**config.mk**
```make
export PLATFORM = sky130hd
export DESIGN_NAME = imm_gen_stage
export DESIGN_NICKNAME = d
export VERILOG_FILES = /design/src/rtl/imm_pkg.sv /design/src/rtl/imm_extract.sv /design/src/rtl/imm_gen_stage.sv
export SDC_FILE = /design/constraint.sdc
export NUM_CORES = 1
export LEC_CHECK = 0
export BUFFER_PORTS_ARGS = -buffer_cell sky130_fd_sc_hd__buf_2
export CORE_MARGIN = 1.5
export CORE_UTILIZATION = 40
export CTS_CLUSTER_SIZE = 40
export DETAILED_ROUTE_END_ITERATION = 16
export PLACE_DENSITY = 0.71
export SYNTH_ARGS = -nofsm -noshare
export SYNTH_HDL_FRONTEND = slang
export SYNTH_SLANG_ARGS = --single-unit
```
**constraint.sdc**
```tcl
create_clock -name clk -period 5.29 [get_ports clk]
set_clock_uncertainty 0.1 [all_clocks]
set_input_delay 1.058 -clock clk [delete_from_list [all_inputs] [get_ports clk]]
set_output_delay 1.058 -clock clk [all_outputs]
set_load 0.005 [all_outputs]
```
**src/rtl/imm_pkg.sv**
```systemverilog
// Immediate-format select codes shared by the decode-stage immediate generator
// and the control decoder that drives imm_src.
package imm_pkg;

    localparam int IMM_SRC_W = 3;

    localparam logic [IMM_SRC_W-1:0] IMM_I     = 3'b000;
    localparam logic [IMM_SRC_W-1:0] IMM_S     = 3'b001;
    localparam logic [IMM_SRC_W-1:0] IMM_B     = 3'b010;
    localparam logic [IMM_SRC_W-1:0] IMM_U     = 3'b011;
    localparam logic [IMM_SRC_W-1:0] IMM_J     = 3'b100;
    localparam logic [IMM_SRC_W-1:0] IMM_SHAMT = 3'b101;
    localparam logic [IMM_SRC_W-1:0] IMM_ZIMM  = 3'b110;
    localparam logic [IMM_SRC_W-1:0] IMM_ZERO  = 3'b111;

endpackage

```
**src/rtl/imm_extract.sv**
```systemverilog
// Combinational immediate extraction: slices the RV32I/RV64I instruction word
// according to imm_src and sign- or zero-extends the result to XLEN.
module imm_extract
    import imm_pkg::*;
#(
    parameter int XLEN = 32
) (
    input  logic [31:0]          instr,
    input  logic [IMM_SRC_W-1:0] imm_src,
    output logic [XLEN-1:0]      imm
);

    logic        sign;
    logic [5:0]  shamt;
    logic        unused_opcode;

    assign sign          = instr[31];
    assign unused_opcode = ^instr[6:0];

    // RV64 shift amounts use one extra instruction bit
    assign shamt = (XLEN == 64) ? instr[25:20] : {1'b0, instr[24:20]};

    always_comb begin
        imm = '0;
        case (imm_src)
            IMM_I:     imm = {{(XLEN-12){sign}}, instr[31:20]};
            IMM_S:     imm = {{(XLEN-12){sign}}, instr[31:25], instr[11:7]};
            IMM_B:     imm = {{(XLEN-13){sign}}, instr[31], instr[7],
                              instr[30:25], instr[11:8], 1'b0};
            IMM_U:     imm = {{(XLEN-32){sign}}, instr[31:12], 12'b0};
            IMM_J:     imm = {{(XLEN-21){sign}}, instr[31], instr[19:12],
                              instr[20], instr[30:21], 1'b0};
            IMM_SHAMT: imm = {{(XLEN-6){1'b0}}, shamt};
            IMM_ZIMM:  imm = {{(XLEN-5){1'b0}}, instr[19:15]};
            default:   imm = '0;
        endcase
    end

endmodule

```
**src/rtl/imm_gen_stage.sv**
```systemverilog
// Decode-stage immediate generator: extracts the immediate, then buffers it with
// its tag in a 2-entry (main + skid) valid/ready stage with synchronous flush.
module imm_gen_stage
    import imm_pkg::*;
#(
    parameter int XLEN  = 32,
    parameter int TAG_W = 8
) (
    input  logic                 clk,
    input  logic                 rst,
    input  logic                 flush,
    input  logic                 in_valid,
    output logic                 in_ready,
    input  logic [31:0]          instr,
    input  logic [IMM_SRC_W-1:0] imm_src,
    input  logic [TAG_W-1:0]     in_tag,
    output logic                 out_valid,
    input  logic                 out_ready,
    output logic [XLEN-1:0]      out_imm,
    output logic [TAG_W-1:0]     out_tag
);

    logic [XLEN-1:0]  ext_imm;

    logic             main_valid;
    logic [XLEN-1:0]  main_imm;
    logic [TAG_W-1:0] main_tag;

    logic             skid_valid;
    logic [XLEN-1:0]  skid_imm;
    logic [TAG_W-1:0] skid_tag;

    logic             take_in;
    logic             main_free;

    imm_extract #(
        .XLEN (XLEN)
    ) u_extract (
        .instr   (instr),
        .imm_src (imm_src),
        .imm     (ext_imm)
    );

    // in_ready depends only on state so upstream never sees a combinational loop
    assign in_ready  = !skid_valid;
    assign take_in   = in_valid && in_ready && !flush;
    assign main_free = !main_valid || out_ready;

    assign out_valid = main_valid;
    assign out_imm   = main_imm;
    assign out_tag   = main_tag;

    // Valid flags; flush clears both entries but leaves the data registers alone
    always_ff @(posedge clk or posedge rst) begin
        if (rst) begin
            main_valid <= 1'b0;
            skid_valid <= 1'b0;
        end else if (flush) begin
            main_valid <= 1'b0;
            skid_valid <= 1'b0;
        end else if (main_free) begin
            if (skid_valid) begin
                main_valid <= 1'b1;
                skid_valid <= 1'b0;
            end else begin
                main_valid <= take_in;
            end
        end else if (take_in) begin
            skid_valid <= 1'b1;
        end
    end

    // Data path: skid has priority into main so ordering stays FIFO
    always_ff @(posedge clk or posedge rst) begin
        if (rst) begin
            main_imm <= '0;
            main_tag <= '0;
            skid_imm <= '0;
            skid_tag <= '0;
        end else if (!flush) begin
            if (main_free) begin
                if (skid_valid) begin
                    main_imm <= skid_imm;
                    main_tag <= skid_tag;
                end else if (take_in) begin
                    main_imm <= ext_imm;
                    main_tag <= in_tag;
                end
            end else if (take_in) begin
                skid_imm <= ext_imm;
                skid_tag <= in_tag;
            end
        end
    end

endmodule
```
==> impl.org <==
** Status
- The flow ran to the end, and the final reports show no timing, DRC or antenna violations.

** Clocking
- The clock reaches the later pin of the worst-skew pair after 0.35 ns.
- H-tree levels :: 3
- In this run the post-CTS setup repair buffer count came out at 0.
- Buffers inserted to repair hold after CTS numbered 0.
- Once the clock tree was built, the resizer swapped 0 gates to a different size.
- After clock tree synthesis, the clock-pin slew on the worst setup and hold paths is 0.09 ns.
- The clock passes through at most 2 buffers.
- TritonCTS buffer count :: 9
- # clock sinks :: 82
- TritonCTS built the clock tree.
- The tree is rooted in a clkbuf_8.

** Yosys
- Share of synthesized area occupied by flip-flops and latches :: 0.510
- Unique cell type count in the Yosys netlist :: 32
- The cell area that synthesis handed to floorplanning was 4020 µm².
- A synthesized cell averages 9.22 µm².
- During synthesis, Yosys emitted a total of 0 warnings.
- The number of nets handed over by synthesis was 484.
- The cell count after synthesis came out at 436.
- Synthesis inferred 82 register bits.

** Worst setup path
- STA puts the critical path data required time at 4.13 ns.
- The critical path is of the flip-flop to primary output type.
- In this run the critical register-to-register path is launched from skid_valid.
- STA classifies the critical path startpoint as a flip-flop.
- Of all nets on the critical path, the largest fanout is 22.
- Worst setup path start :: skid_valid
- Critical path data arrival time :: 1.65 ns
- STA classifies the critical path endpoint as a primary output.

** Floorplan
- The region available for standard cell placement spans 9770 µm².
- Die Area :: 10,700 µm²
- Initial core utilization :: 0.411
- The die is 103 µm wide.
- Overall die height :: 103 µm
- Count of boundary I/O pins :: 90
- After floorplanning, the core was divided into 36 placement rows.

** Global route
- For this run, the total global-route usage over all layers was measured as 0.191.
- First-pass GRT wire length :: 15.5 mm
- After global routing the overflow that remains totals 0.
- The via count of the first global-routing pass came to 3,091.
- Initial antenna violation count :: 0
- Entering global routing, the biggest net connects 73 pins.

** Final layout
- Fill cell instance count of the final layout :: 943
- Total number of nets in the final design :: 543
- Antenna Cells :: 0
- Utilization after layout :: 0.482
- Post-layout instance area :: 4720 µm²
- Relative to the synthesized area, the layout overhead comes to 17.3%.
- The sequential cells in the finished layout cover a total of 2050 µm².
- Footprint of the multi-input gates :: 1770 µm²
- Of the cells placed in the final design, the portion with a size suffix greater than 1 is 0.250.

** Detailed routing
- In the routed layout, each cell is associated on average with a via count of 5.32.
- Pre-antenna DRT Iters :: 5
- Routed wire length :: 9.68 mm
- Number of nets with antenna violations after detailed routing :: 0
- Summed over all nets, wire length on met2 after detailed routing comes to 4.61 mm.
- Max Used Layer :: met4
- Wire length per cell :: 15.3 µm
- DRC Markers :: 0
- The routed design uses 477 µm of met3 wire.
- The routed layout has 3,368 vias.
- In the final routing, the length of wire on met1 measures 4.38 mm.
- For this block, the initial DRC count from the detailed router was 181.

** Placed design
- At the end of routability-driven placement, the weighted congestion stood at 0.822.
- Before CTS, the worst setup slack after placement is 2.40 ns.
- DP Area :: 4450 µm²
- Port buffering added 82 buffers.
- Detailed placement ended at an HPWL of 6.40 mm.

** STA
- Setup repair after global routing left no endpoint under its margin.
- Least-Margin Pin Slew :: 0.794 ns
- Post-route worst setup slack :: 2.48 ns
- Highest achievable clock rate :: 356 MHz
- Min cycle time layout :: 2.81 ns
- Headroom to the max-slew limit came out at 0.471.
- Number of hold violations in the final report :: 0
- Final hold analysis gives a worst-case slack of 0.384 ns.
- The total count of max-transition violations in the final report is 0.
- Setup violations remaining at the end of the flow were counted as 0.
- Final cycle utilization of the critical path :: 0.531
- For the final routed database, the setup TNS stands at 0 ns.

** Hold path
- Min-Delay Startpoint :: skid_imm[9]
- In this run the worst hold path is classified as flip-flop to flip-flop.

** Flow run
- The tool flagged a number of max-cap violations equal to 0.

** Power and ir drop
- Highest ir drop seen on vdd :: 0.195 mV
- Summed over all cells, the static leakage comes to 0.00212 µW.
- Power per cell area :: 356 nW/µm²
-- final timing paths --
path                                 to  slack (ns)  depth (start not counted)
min                         skid_imm[9]        0.38                          2
max reg2reg                 out_imm[17]        3.00                          5
max                            in_ready        2.48                          2
min reg2reg                 skid_imm[9]        0.38                          2
min in group asynchronous  skid_imm[25]        0.70                          2
max in group asynchronous  skid_imm[31]        3.41                          3
-- metal layers --
metal,vias up,GRT usage
met2,95,0.302
met1,1627,0.257
li1,1633,-
met5,-,0
met3,13,0.0390
met4,0,0.0832
-- layout by cell type (no fill, tap or decap), drive strengths merged --
cell type	count
bufinv	4
nand2	78
a21oi	33
a211oi	15
nor2b	2
nor3	2
o211ai	14
inv	2
dfrtp	82
mux2i	12
o21a	1
buf	87
or3	1
a21o	1
maj3	1
nand2b	9
a221oi	1
mux2	15
nand3b	12
clkbuf	10
a31oi	1
nor2	20
nand3	23
o21ai	69
nor3b	2
clkinv	2
and3b	1
-- cell families after synthesis --
logic type / synth area share
flops: 0.510
buf+inv: 0.0482
compound gates: 0.189
mux: 0.0719
simple gates: 0.178
fa+ha+maj: 0.00280
-- worst max-delay path, stage by stage, from the launching register on --
cell	delay, ns
dfrtp_2	0.70
inv_1	0.36
buf_2	0.23
-- metrics by stage --
step                total power [µW]  instances
floorplan                        977        436
global placement                1080        617
detailed placement              1100        617
CTS                             1700        633
global route                    1770        633
finish                          1680        633
-- synthesized netlist by cell type (all sizes together) --
| cell type | n | area (µm²) |
|---|---|---|
| a221oi | 1 | 8.76 |
| maj3 | 1 | 11.3 |
| a31oi | 1 | 6.26 |
| a21oi | 33 | 165 |
| nor3b | 2 | 15.0 |
| nor2b | 2 | 27.5 |
| buf | 21 | 119 |
| mux2 | 15 | 169 |
| o211ai | 14 | 105 |
| nand2b | 9 | 56.3 |
| and3b | 1 | 8.76 |
| nand3b | 12 | 90.1 |
| or3 | 1 | 6.26 |
| o21ai | 69 | 345 |
| nor2 | 20 | 77.6 |
| a211oi | 15 | 113 |
| nand2 | 78 | 293 |
| o21a | 1 | 7.51 |
| mux2i | 12 | 120 |
| dfrtp | 82 | 2050 |
| a21o | 1 | 7.51 |
| inv | 2 | 7.51 |
| nor3 | 2 | 21.3 |
| clkbuf | 18 | 67.6 |
| nand3 | 23 | 120 |
-- sequential cells by signal, summed over array words and instances, names as in the netlist --
| signal | cells |
|---|---|
| skid_tag | 8 |
| skid_valid | 1 |
| skid_imm | 32 |
| out_valid | 1 |
| out_imm | 32 |
| out_tag | 8 |
-- report_power, final --
group	switching, µW	leakage (µW)	internal (µW)
Sequential	58.7	0.00105	740
Combinational	153	0.000932	127
Clock	237	0.000131	364
-- final cells by class --
cell class	count	share of cell area
clock buffer	10	0.0271
clock inverter	6	0.0292
inverter	2	0.00186
multi-input combinational	313	0.376
sequential	82	0.435
tap	133	0.0353
timing repair buffer	87	0.0950
No activity file was read; power rests on OpenSTA's default activity.
